==> src/rtl/gps_spi_frame_sched_if.sv <==
// gps_spi_frame_sched_if
//   Bundles the GPS front-end sample inputs, the MCU SPI outputs and the
//   scheduler status outputs into one interface.
//   slave  : used by gps_spi_frame_sched. It receives ENABLE and the GPS
//            signals, and drives the SPI and status signals.
//   master : used by whatever feeds the scheduler and watches it (a bench
//            or the parent block).
//   FIFO_DEPTH must match the scheduler's FIFO_DEPTH so that FIFO_LEVEL
//   has the same width on both sides.
interface gps_spi_frame_sched_if #(
  parameter int FIFO_DEPTH = 16
);
  logic                        ENABLE;
  logic                        GPS_STROBE;
  logic                        GPS_I0;
  logic                        GPS_I1;
  logic                        GPS_Q0;
  logic                        GPS_Q1;
  logic                        MCU_SCK;
  logic                        MCU_SS;
  logic                        MCU_MOSI;
  logic                        FRAME_ACTIVE;
  logic                        OVERFLOW;
  logic [$clog2(FIFO_DEPTH):0] FIFO_LEVEL;

  modport slave (
    input  ENABLE, GPS_STROBE, GPS_I0, GPS_I1, GPS_Q0, GPS_Q1,
    output MCU_SCK, MCU_SS, MCU_MOSI, FRAME_ACTIVE, OVERFLOW, FIFO_LEVEL
  );

  modport master (
    output ENABLE, GPS_STROBE, GPS_I0, GPS_I1, GPS_Q0, GPS_Q1,
    input  MCU_SCK, MCU_SS, MCU_MOSI, FRAME_ACTIVE, OVERFLOW, FIFO_LEVEL
  );
endinterface

==> src/rtl/gps_spi_frame_sched.sv <==
// gps_spi_frame_sched
//   Captures one 4-bit I/Q sample {I0,I1,Q0,Q1} per GPS_STROBE into a sample
//   FIFO. Whenever a whole frame of samples is buffered and ENABLE is high,
//   it sends a fixed-length SPI mode-0 frame to the MCU. The bits go MSB
//   first, and the older sample of each byte goes in the high nibble. After
//   each frame the scheduler keeps MCU_SS high for at least SS_GAP cycles.
//   If a sample arrives while the FIFO is full, the sample is dropped and
//   OVERFLOW is set; OVERFLOW stays set until RESET.
// Ports:
//   MCU_CLK_25_000 : system clock; all logic runs on its rising edge.
//   RESET          : synchronous reset, active-high. It aborts any frame in
//                    progress and discards all buffered samples.
//   bus (slave)    : ENABLE, GPS_STROBE, GPS_I0/I1/Q0/Q1 in;
//                    MCU_SCK, MCU_SS, MCU_MOSI, FRAME_ACTIVE, OVERFLOW and
//                    FIFO_LEVEL out. Every output is registered.
module gps_spi_frame_sched #(
  parameter int FIFO_DEPTH  = 16,
  parameter int FRAME_BYTES = 4,
  parameter int SS_GAP      = 2
) (
  input  logic                  MCU_CLK_25_000,
  input  logic                  RESET,
  gps_spi_frame_sched_if.slave  bus
);

  localparam int PTR_W  = $clog2(FIFO_DEPTH);
  localparam int LVL_W  = PTR_W + 1;
  localparam int N_BITS = 8 * FRAME_BYTES;
  localparam int BIT_W  = $clog2(N_BITS);
  localparam int GAP_W  = $clog2(SS_GAP + 1);

  localparam logic [LVL_W-1:0] LVL_FULL  = LVL_W'(FIFO_DEPTH);
  localparam logic [LVL_W-1:0] LVL_FRAME = LVL_W'(2 * FRAME_BYTES);
  localparam logic [BIT_W-1:0] BIT_LAST  = BIT_W'(N_BITS - 1);
  localparam logic [GAP_W-1:0] GAP_END   = GAP_W'(SS_GAP);

  typedef enum logic [2:0] {
    IDLE     = 3'd0,
    SHIFT_LO = 3'd1,
    SHIFT_HI = 3'd2,
    HOLD     = 3'd3,
    GAP      = 3'd4
  } state_t;

  state_t           state;

  logic [3:0]       mem [FIFO_DEPTH];
  logic [PTR_W-1:0] wr_ptr;
  logic [PTR_W-1:0] rd_ptr;
  logic [LVL_W-1:0] level;
  logic             overflow;

  // shreg holds the bits of the current sample that are not yet on MOSI.
  logic [2:0]       shreg;
  logic [BIT_W-1:0] bit_cnt;
  logic [GAP_W-1:0] gap_cnt;
  logic             sck;
  logic             ss_n;
  logic             mosi;
  logic             frame_active;

  logic [3:0]       in_sample;
  logic [3:0]       pop_data;
  logic             gap_done;
  logic             start_frame;
  logic             nibble_pop;
  logic             pop;
  logic             push;

  // The SS gap counts from the SS rising edge. The cycle in which the gap
  // completes also serves as IDLE's first cycle, so a frame can start on
  // exactly that edge.
  // A frame pops one sample when it starts. It pops another each time a
  // nibble boundary passes, except after the final bit, so each frame pops
  // exactly 2*FRAME_BYTES samples.
  // A pop in the same cycle frees a slot, so a push into a full FIFO can
  // still be accepted.
  assign in_sample   = {bus.GPS_I0, bus.GPS_I1, bus.GPS_Q0, bus.GPS_Q1};
  assign pop_data    = mem[rd_ptr];
  assign gap_done    = (state == GAP) && (gap_cnt == GAP_END);
  assign start_frame = bus.ENABLE && (level >= LVL_FRAME) &&
                       ((state == IDLE) || gap_done);
  assign nibble_pop  = (state == SHIFT_HI) && (bit_cnt != BIT_LAST) &&
                       (bit_cnt[1:0] == 2'b11);
  assign pop         = start_frame || nibble_pop;
  assign push        = bus.GPS_STROBE && ((level != LVL_FULL) || pop);

  // Sample storage. This block has no reset, so it can map onto a small
  // RAM. After a reset the pointers and the level are cleared, so any old
  // contents are unreachable.
  always_ff @(posedge MCU_CLK_25_000) begin
    if (push) begin
      mem[wr_ptr] <= in_sample;
    end
  end

  // FIFO bookkeeping. Both pointers wrap naturally because FIFO_DEPTH is a
  // power of two. The level changes only when exactly one of push and pop
  // happens. A strobe that finds no slot sets the sticky overflow flag.
  always_ff @(posedge MCU_CLK_25_000) begin
    if (RESET) begin
      wr_ptr   <= '0;
      rd_ptr   <= '0;
      level    <= '0;
      overflow <= 1'b0;
    end else begin
      if (push) begin
        wr_ptr <= wr_ptr + 1'b1;
      end
      if (pop) begin
        rd_ptr <= rd_ptr + 1'b1;
      end
      if (push && !pop) begin
        level <= level + 1'b1;
      end else if (pop && !push) begin
        level <= level - 1'b1;
      end
      if (bus.GPS_STROBE && !push) begin
        overflow <= 1'b1;
      end
    end
  end

  // Frame sequencer. Each bit takes two cycles. In SHIFT_LO the sequencer
  // raises SCK while MOSI stays unchanged, and the MCU samples MOSI on that
  // edge. In SHIFT_HI it lowers SCK and presents the next bit, reloading
  // from the FIFO at nibble boundaries. HOLD keeps SS low for one more
  // cycle after the last falling SCK edge. The frame-start check comes
  // before the case statement because a frame can start from IDLE or from
  // the final GAP cycle.
  always_ff @(posedge MCU_CLK_25_000) begin
    if (RESET) begin
      state        <= IDLE;
      sck          <= 1'b0;
      ss_n         <= 1'b1;
      mosi         <= 1'b0;
      frame_active <= 1'b0;
      shreg        <= '0;
      bit_cnt      <= '0;
      gap_cnt      <= '0;
    end else if (start_frame) begin
      state        <= SHIFT_LO;
      ss_n         <= 1'b0;
      frame_active <= 1'b1;
      sck          <= 1'b0;
      mosi         <= pop_data[3];
      shreg        <= pop_data[2:0];
      bit_cnt      <= '0;
    end else begin
      case (state)
        IDLE: begin
          sck <= 1'b0;
        end
        SHIFT_LO: begin
          sck   <= 1'b1;
          state <= SHIFT_HI;
        end
        SHIFT_HI: begin
          sck <= 1'b0;
          if (bit_cnt == BIT_LAST) begin
            mosi  <= 1'b0;
            state <= HOLD;
          end else begin
            bit_cnt <= bit_cnt + 1'b1;
            state   <= SHIFT_LO;
            if (nibble_pop) begin
              mosi  <= pop_data[3];
              shreg <= pop_data[2:0];
            end else begin
              mosi  <= shreg[2];
              shreg <= {shreg[1:0], 1'b0};
            end
          end
        end
        HOLD: begin
          ss_n         <= 1'b1;
          frame_active <= 1'b0;
          gap_cnt      <= GAP_W'(1);
          state        <= GAP;
        end
        GAP: begin
          if (gap_done) begin
            state <= IDLE;
          end else begin
            gap_cnt <= gap_cnt + 1'b1;
          end
        end
        default: begin
          state        <= IDLE;
          ss_n         <= 1'b1;
          sck          <= 1'b0;
          mosi         <= 1'b0;
          frame_active <= 1'b0;
        end
      endcase
    end
  end

  assign bus.MCU_SCK      = sck;
  assign bus.MCU_SS       = ss_n;
  assign bus.MCU_MOSI     = mosi;
  assign bus.FRAME_ACTIVE = frame_active;
  assign bus.OVERFLOW     = overflow;
  assign bus.FIFO_LEVEL   = level;

endmodule

==> src/flat_wrapper.sv <==
// flat-port wrapper written by rule: the top's interface ports become plain ports
module gps_spi_frame_sched_flat 
#(
  parameter int FIFO_DEPTH  = 16,
  parameter int FRAME_BYTES = 4,
  parameter int SS_GAP      = 2
)
  (MCU_CLK_25_000, RESET, bus_ENABLE, bus_GPS_STROBE, bus_GPS_I0, bus_GPS_I1, bus_GPS_Q0, bus_GPS_Q1, bus_MCU_SCK, bus_MCU_SS, bus_MCU_MOSI, bus_FRAME_ACTIVE, bus_OVERFLOW, bus_FIFO_LEVEL);
  gps_spi_frame_sched_if #(.FIFO_DEPTH(FIFO_DEPTH)) bus_i ();
  input  logic MCU_CLK_25_000;
  input  logic RESET;
  input wire logic [$bits(bus_i.ENABLE)-1:0] bus_ENABLE;
  input wire logic [$bits(bus_i.GPS_STROBE)-1:0] bus_GPS_STROBE;
  input wire logic [$bits(bus_i.GPS_I0)-1:0] bus_GPS_I0;
  input wire logic [$bits(bus_i.GPS_I1)-1:0] bus_GPS_I1;
  input wire logic [$bits(bus_i.GPS_Q0)-1:0] bus_GPS_Q0;
  input wire logic [$bits(bus_i.GPS_Q1)-1:0] bus_GPS_Q1;
  output wire logic [$bits(bus_i.MCU_SCK)-1:0] bus_MCU_SCK;
  output wire logic [$bits(bus_i.MCU_SS)-1:0] bus_MCU_SS;
  output wire logic [$bits(bus_i.MCU_MOSI)-1:0] bus_MCU_MOSI;
  output wire logic [$bits(bus_i.FRAME_ACTIVE)-1:0] bus_FRAME_ACTIVE;
  output wire logic [$bits(bus_i.OVERFLOW)-1:0] bus_OVERFLOW;
  output wire logic [$bits(bus_i.FIFO_LEVEL)-1:0] bus_FIFO_LEVEL;
  assign bus_i.ENABLE = bus_ENABLE;
  assign bus_i.GPS_STROBE = bus_GPS_STROBE;
  assign bus_i.GPS_I0 = bus_GPS_I0;
  assign bus_i.GPS_I1 = bus_GPS_I1;
  assign bus_i.GPS_Q0 = bus_GPS_Q0;
  assign bus_i.GPS_Q1 = bus_GPS_Q1;
  assign bus_MCU_SCK = bus_i.MCU_SCK;
  assign bus_MCU_SS = bus_i.MCU_SS;
  assign bus_MCU_MOSI = bus_i.MCU_MOSI;
  assign bus_FRAME_ACTIVE = bus_i.FRAME_ACTIVE;
  assign bus_OVERFLOW = bus_i.OVERFLOW;
  assign bus_FIFO_LEVEL = bus_i.FIFO_LEVEL;
  gps_spi_frame_sched #(.FIFO_DEPTH(FIFO_DEPTH), .FRAME_BYTES(FRAME_BYTES), .SS_GAP(SS_GAP)) u_core (.MCU_CLK_25_000(MCU_CLK_25_000), .RESET(RESET), .bus(bus_i));
endmodule
==> config.mk <==
export PLATFORM = sky130hd
export DESIGN_NAME = gps_spi_frame_sched_flat
export DESIGN_NICKNAME = d
export VERILOG_FILES = /design/src/rtl/gps_spi_frame_sched_if.sv /design/src/rtl/gps_spi_frame_sched.sv /design/src/flat_wrapper.sv
export SDC_FILE = /design/constraint.sdc
export NUM_CORES = 1
export LEC_CHECK = 0
export CORE_UTILIZATION = 25
export CTS_CLUSTER_SIZE = 16
export DETAILED_ROUTE_END_ITERATION = 8
export PLACE_DENSITY = 0.4
export SETUP_SLACK_MARGIN = 0.02
export SLEW_MARGIN = 20
export SYNTH_ARGS = -nofsm -noshare
export SYNTH_HDL_FRONTEND = slang
export SYNTH_SLANG_ARGS = --single-unit
==> constraint.sdc <==
create_clock -name MCU_CLK_25_000 -period 4.9 [get_ports MCU_CLK_25_000]
set_clock_uncertainty 0.2 [all_clocks]
set_input_delay 0.49 -clock MCU_CLK_25_000 [delete_from_list [all_inputs] [get_ports MCU_CLK_25_000]]
set_output_delay 0.49 -clock MCU_CLK_25_000 [all_outputs]
set_load 0.005 [all_outputs]
==> results.sh, run 1 <==
export IMPL_status="finished clean"
export IMPL_syn_inst=298
export IMPL_hold_end="u_core.shreg[0]"
export IMPL_rsz0062_at_grt="false"
export IMPL_end_kind="flip-flop"
export IMPL_finalHoldViolations=0
export IMPL_hpwl_um=5984
export IMPL_firstDrtPassIters=4
export IMPL_cts_setup_buffers=0
export IMPL_cts_sinks=99
export IMPL_nFillCells=1644
export IMPL_drive_gt1_share_pct=12.85
export IMPL_die_area_sq_um=17330
export IMPL_vdd_drop_max_mv=0.1516
export IMPL_synth_edff_count=64
export IMPL_numCtsBuffers=9
export IMPL_postCtsHoldBufs=0
export IMPL_nets=336
export IMPL_crit_path_top_delay_cell="or4b_1"
export IMPL_core_sq_um=16520
export IMPL_vias_per_cell=4.343
export IMPL_netlist_area_sq_um=4202
export IMPL_wl_per_cell_um=16.09
export IMPL_pin_count=18
export IMPL_cpMostUsedCell="ha_1"
export IMPL_slowest_delay_ns=0.66
export IMPL_clk_pin_slew_ns=0.07
export IMPL_antenna_found_initial=0
export IMPL_grt_pass1_vias=2402
export IMPL_drc=0
export IMPL_cp_num_buf_inv=1
export IMPL_whs_path_depth=2
export IMPL_cts_path_max_buffers=2
export IMPL_dieHeight_um=131.6
export IMPL_drv_slew=0
export IMPL_clock_root_buffer="clkbuf_16"
export IMPL_initialDrtViolationCount=173
export IMPL_p_per_area_nw_per_um2=435.2
export IMPL_synth_top_flop_cell="edfxtp_1"
export IMPL_critPathMaxFanout=17
export IMPL_syn_nets=320
export IMPL_fmax_mhz=226.0
export IMPL_htreeDepth=3
export IMPL_insertion_delay_ns=0.35
export IMPL_hp_start="u_core.shreg[0]"
export IMPL_grt_usage_pct=10.81
export IMPL_whs_ns=0.2689
export IMPL_post_cts_resized=0
export IMPL_cts_tree="yes"
export IMPL_antenna_cells=0
export IMPL_cp_required_ns=4.93
export IMPL_critical_path_startpoint_type="flip-flop"
export IMPL_synth_seq_area_share_pct=62.42
export IMPL_fp_row_count=47
export IMPL_grt_pass1_wl_um=13680
export IMPL_antenna_left=0
export IMPL_multi_input_area_sq_um=1469
export IMPL_path_class="reg -> reg"
export IMPL_ys_warn_count=0
export IMPL_ys_types=38
export IMPL_reg2reg_slack_ns=0.48
export IMPL_hold_class="reg -> reg"
export IMPL_slew_headroom_pct=44.24
export IMPL_period_needed_ns=4.425
export IMPL_path_delay_family="simple AND/OR/NAND/NOR gates"
export IMPL_worstMarginPinSlew_ns=0.8288
export IMPL_utilization_pct=29.44
export IMPL_p_leak_nw=1.633
export IMPL_chipWidth_um=131.6
export IMPL_ys_ff_latch=99
export IMPL_timing_setup_tns_ns=0
export IMPL_finalSetupViolCount=0
export IMPL_start_util_pct=25.43
export IMPL_gp_congestion=0.6756
export IMPL_ff2ff_path_depth=14
export IMPL_avgSynthCellArea_sq_um=14.10
export IMPL_grt_max_degree=29
export IMPL_worst_r2r_endpoint="u_core.bus.FIFO_LEVEL[4]"
export IMPL_reg2reg_from="u_core.bit_cnt[0]"
export IMPL_io_buffers=17
export IMPL_vias=2341
export IMPL_ys_async_sr_fraction_pct=0
export IMPL_areaGrowthSynthToFinish_pct=15.78
export IMPL_grt_ovfl_total=0
export IMPL_seq_area_sq_um=2623
export IMPL_finalCritPeriodShare_pct=90.30
export IMPL_path_cells="ha_1, and3_1, ha_1, or4b_1, o32ai_4, o21a_4, ha_1, inv_1, ha_1, nor2b_1, o21a_1, or3_1, a21oi_1, mux2_2"
export IMPL_wl_um=8670
export IMPL_cp_arrival_ns=4.46
export IMPL_drv_cap=0
[metal layers]
metal / GRT usage (%) / vias to the layer above / share of wire, %
li1: - / 1149 / -
met1: 13.94 / 1171 / 48
met2: 17.02 / 19 / 49
met3: 3.125 / 2 / 2.0
met4: 4.264 / 0 / 0.66
met5: 0 / - / 0
[cell usage after synthesis (2+ instances only)]
cell        n  area [sq um]
mux4_2     18         405.4
nand3_1     6         30.03
nand4_1     3         18.77
or3_1       4         25.02
mux2_2      2         22.52
edfxtp_1   64          1922
clkbuf_1    8         30.03
a21oi_1    14         70.07
buf_6       2         22.52
xor2_1      8         70.07
nand2_1    10         37.54
dfxtp_1    35         700.7
ha_1       13         162.7
and3_1     16         100.1
mux2i_1     5         50.05
nand2b_1    3         18.77
buf_2       4         20.02
o21ai_0     8         40.04
a2111oi_0   2         17.52
nor2b_1     8         50.05
o211ai_1    3         22.52
nor2_1     28         105.1
inv_1      10         37.54
nor3_1      3         15.01
a21boi_0    2         15.01
xnor2_1     3         26.28
a211oi_1    4         30.03
and2_1      2         12.51
[flip-flops by register name, summed over array words and instances (netlist names), named ones only]
register / flops
u_core.gap_cnt: 2
u_core.mem: 64
u_core.wr_ptr: 4
u_core.bus.MCU_SS: 1
u_core.bus.MCU_MOSI: 1
u_core.bus.OVERFLOW: 1
u_core.bus.MCU_SCK: 1
u_core.rd_ptr: 4
u_core.bus.FRAME_ACTIVE: 1
u_core.state: 3
u_core.shreg: 3
u_core.bus.FIFO_LEVEL: 5
u_core.bit_cnt: 5
[cell usage in the layout (no fill, tap or decap), types with 2 or more instances in the layout]
cell type	netlist	layout
buf_4	0	2
edfxtp_1	64	64
nor3_1	3	3
clkinvlp_4	0	2
nand2_1	10	10
a21boi_0	2	2
nand2b_1	3	3
o21ai_0	8	8
xnor2_1	3	3
and3_1	16	16
a211oi_1	4	4
clkbuf_16	0	9
mux2_2	2	2
nor2b_1	8	8
or3_1	4	4
ha_1	13	13
clkdlybuf4s50_1	0	17
mux4_2	18	18
inv_6	0	3
xor2_1	8	8
nand4_1	3	3
a21oi_1	14	14
o211ai_1	3	3
mux2i_1	5	5
dfxtp_1	35	35
inv_1	10	10
nor2_1	28	28
a2111oi_0	2	2
and2_1	2	2
nand3_1	6	6
[logic make-up after synthesis]
logic type / Yosys count / share of synthesized area [%]
mux: 26 / 11.73
flops: 99 / 62.42
xor+xnor: 11 / 2.293
compound gates: 37 / 6.045
simple gates: 87 / 10.54
buf+inv: 24 / 2.621
fa+ha+maj: 14 / 4.348
[power breakdown]
group	internal, mW	total [mW]	switching (mW)
clock network	0.349	0.660	0.311
registers	0.950	1.00	0.0493
logic	0.227	0.457	0.230
[per-stage QoR]
stage	setup slack (ns)	instance area [sq um]	std cells	power, mW
floorplan	0.7920	4202	298	1.333
global placement	0.5767	4589	523	1.481
global route	0.2066	4865	539	2.240
finish	0.4752	4865	539	2.117
detailed placement	0.5038	4589	523	1.483
CTS	0.4710	4865	539	2.153
[cell type report]
cell class / instances / area share, %
Multi-Input combinational cell: 175 / 30.20
Inverter: 10 / 0.7716
Tap cell: 220 / 5.658
Sequential cell: 99 / 53.91
Timing Repair Buffer: 19 / 3.807
Clock buffer: 10 / 4.707
Clock inverter: 6 / 0.9516
[worst reg2reg max path: stages, from the launching register on]
cell     delay [ns]
dfxtp_1        0.34
ha_1           0.27
and3_1         0.21
ha_1           0.20
or4b_1         0.66
o32ai_4        0.36
o21a_4         0.31
ha_1           0.24
inv_1          0.11
ha_1           0.30
nor2b_1        0.14
o21a_1         0.18
or3_1          0.30
a21oi_1        0.17
mux2_2         0.34
[worst max-delay path by stage]
stage	depth (start not counted)	start	end	slack, ns
4_1_cts	14	u_core.bit_cnt[0]	u_core.bus.FIFO_LEVEL[4]	0.47
2_1_floorplan	16	u_core.bit_cnt[0]	u_core.bus.FIFO_LEVEL[4]	0.79
6_report	14	u_core.bit_cnt[0]	u_core.bus.FIFO_LEVEL[4]	0.48
3_3_place_gp	14	u_core.bit_cnt[0]	u_core.bus.FIFO_LEVEL[4]	0.58
3_5_place_dp	14	u_core.bit_cnt[0]	u_core.bus.FIFO_LEVEL[4]	0.50
5_1_grt	14	u_core.bit_cnt[0]	u_core.bus.FIFO_LEVEL[4]	0.21
(Power assumes the default switching activity.)
==> run 2, diff against run 1 <==
==> constraint.sdc (replaced) <==
create_clock -name MCU_CLK_25_000 -period 4.8 [get_ports MCU_CLK_25_000]
set_clock_uncertainty 0.2 [all_clocks]
set_input_delay 0.48 -clock MCU_CLK_25_000 [delete_from_list [all_inputs] [get_ports MCU_CLK_25_000]]
set_output_delay 0.48 -clock MCU_CLK_25_000 [all_outputs]
set_load 0.005 [all_outputs]
==> run 2 against run 1 <==
Via count increased by 0.81%. Register-to-register slack worse by 0.09 ns. Combinational power decreased by 4%. Worst hold slack worse by 0.0056 ns. Critical path depth did not move. Power increased by 4.7%. Count of clock-buffer cells in the layout did not move. Highest routed layer unchanged.
==> results.sh, run 2 (same netlist as run 1, synthesis figures left out) <==
export IMPL_drive_gt1_share_pct=12.54
export IMPL_grt_usage_pct=11.27
export IMPL_gp_congestion=0.7507
export IMPL_fp_row_count=47
export IMPL_drc=0
export IMPL_chipWidth_um=131.6
export IMPL_hold_end="u_core.bus.OVERFLOW"
export IMPL_cp_required_ns=4.84
export IMPL_die_area_sq_um=17330
export IMPL_final_cell_mix="64 x edfxtp_1, 34 x dfxtp_1, 28 x nor2_1"
export IMPL_timing_setup_tns_ns=0
export IMPL_nFillCells=1651
export IMPL_grt_pass1_vias=2372
export IMPL_vias_per_cell=4.378
export IMPL_antenna_found_initial=0
export IMPL_vdd_drop_max_mv=0.1489
export IMPL_pin_count=18
export IMPL_antenna_cells=0
export IMPL_slew_headroom_pct=42.48
export IMPL_clk_pin_slew_ns=0.07
export IMPL_whs_path_depth=2
export IMPL_reg2reg_from="u_core.bit_cnt[0]"
export IMPL_areaGrowthSynthToFinish_pct=16.26
export IMPL_rsz0062_at_grt="false"
export IMPL_clock_root_buffer="clkbuf_16"
export IMPL_finalSetupViolCount=0
export IMPL_grt_max_degree=29
export IMPL_largest_reg_flops=64
export IMPL_utilization_pct=29.56
export IMPL_core_sq_um=16520
export IMPL_worstMarginPinSlew_ns=0.8616
export IMPL_cts_path_max_buffers=2
export IMPL_fmax_mhz=226.5
export IMPL_largest_register="u_core.mem"
export IMPL_cts_setup_buffers=0
export IMPL_period_needed_ns=4.415
export IMPL_hold_class="reg -> reg"
export IMPL_cts_sinks=99
export IMPL_hpwl_um=6139
export IMPL_wl_um=8948
export IMPL_status="finished clean"
export IMPL_post_cts_resized=0
export IMPL_finalCritPeriodShare_pct=91.99
export IMPL_vias=2360
export IMPL_antenna_left=0
export IMPL_drv_slew=0
export IMPL_worst_r2r_endpoint="u_core.bus.FIFO_LEVEL[4]"
export IMPL_insertion_delay_ns=0.35
export IMPL_cp_arrival_ns=4.46
export IMPL_postCtsHoldBufs=0
export IMPL_nets=336
export IMPL_firstDrtPassIters=4
export IMPL_end_kind="flip-flop"
export IMPL_layout_commonest_cell="edfxtp_1"
export IMPL_path_class="reg -> reg"
export IMPL_wl_per_cell_um=16.60
export IMPL_p_per_area_nw_per_um2=453.6
export IMPL_critical_path_startpoint_type="flip-flop"
export IMPL_finalHoldViolations=0
export IMPL_whs_ns=0.2634
export IMPL_hp_start="u_core.bus.OVERFLOW"
export IMPL_initialDrtViolationCount=128
export IMPL_dieHeight_um=131.6
export IMPL_p_leak_nw=1.643
export IMPL_cts_tree="yes"
export IMPL_numCtsBuffers=9
export IMPL_grt_pass1_wl_um=14170
export IMPL_reg2reg_slack_ns=0.38
export IMPL_grt_ovfl_total=0
export IMPL_drv_cap=0
export IMPL_io_buffers=17
export IMPL_critPathMaxFanout=17
export IMPL_start_util_pct=25.43
export IMPL_htreeDepth=3
export IMPL_ff2ff_path_depth=14
==> run 2: changes by cell type in the layout (fill, tap and decap cells not counted), sizes merged <==
cell,change
bufinv,+1
inv,-2
clkinvlp,-1
clkinv,+2
==> run 2: metal layers <==
layer	track usage [%]	vias up	part of all wire, %
li1	-	1144	-
met3	2.083	11	1.6
met5	0	-	0
met4	6.589	0	2.5
met2	16.99	16	46
met1	15.10	1189	50
==> run 2: worst max-delay path by stage <==
stage / startpoint / to / slack, ns / depth (start not counted)
finish: u_core.bit_cnt[0] / u_core.bus.FIFO_LEVEL[4] / 0.38 / 14
global route: u_core.bit_cnt[0] / u_core.bus.FIFO_LEVEL[4] / 0.15 / 14
CTS: u_core.bit_cnt[0] / u_core.bus.FIFO_LEVEL[4] / 0.39 / 14
detailed placement: u_core.bit_cnt[0] / u_core.bus.FIFO_LEVEL[4] / 0.42 / 14
global placement: u_core.bit_cnt[0] / u_core.bus.FIFO_LEVEL[4] / 0.46 / 14
floorplan: u_core.bit_cnt[0] / u_core.bus.FIFO_LEVEL[4] / 0.69 / 16
==> run 2: where the power goes <==
part,switching [mW],total (mW),internal [mW]
clock,0.321,0.727,0.405
combinational,0.207,0.439,0.231
sequential,0.0789,1.05,0.971
total,0.608,2.22,1.61
==> run 2: metrics by stage <==
step / total power [mW] / instance area (sq um) / worst slack [ns] / std cells
after global routing: 2.331 / 4885 / 0.1524 / 539
final: 2.216 / 4885 / 0.3846 / 539
after global placement: 1.517 / 4589 / 0.4625 / 523
after detailed placement: 1.516 / 4591 / 0.4217 / 523
after CTS: 2.249 / 4885 / 0.3852 / 539
after floorplan: 1.360 / 4202 / 0.6920 / 298
==> run 2: final cells by class <==
type | instances | area, sq um | share of cell area (%)
flip-flops and latches | 99 | 2624 | 53.71
multi-input cells | 175 | 1469 | 30.07
well taps | 220 | 275.3 | 5.635
clock buffers | 10 | 229.0 | 4.688
repair buffers | 19 | 185.2 | 3.791
clock inverters | 6 | 65.06 | 1.332
inverters | 10 | 37.54 | 0.7684
==> run 2: critical path, stage by stage, from the launching register on <==
cell     delay [ns]
dfxtp_1        0.33
ha_1           0.27
and3_1         0.21
ha_1           0.20
or4b_1         0.66
o32ai_4        0.35
o21a_4         0.31
ha_1           0.24
inv_1          0.12
ha_1           0.31
nor2b_1        0.14
o21a_1         0.17
or3_1          0.30
a21oi_1        0.16
mux2_2         0.34
==> run 3, diff against run 2 <==
--- a/config.mk
+++ b/config.mk
@@ -10,6 +10,7 @@
 export DETAILED_ROUTE_END_ITERATION = 8
 export PLACE_DENSITY = 0.4
 export SETUP_SLACK_MARGIN = 0.02
+export SKIP_LAST_GASP = 1
 export SLEW_MARGIN = 20
 export SYNTH_ARGS = -nofsm -noshare
 export SYNTH_HDL_FRONTEND = slang
==> results of run 3 <==
Same layout as run 2: the final DEF is identical, and so are final timing and power.
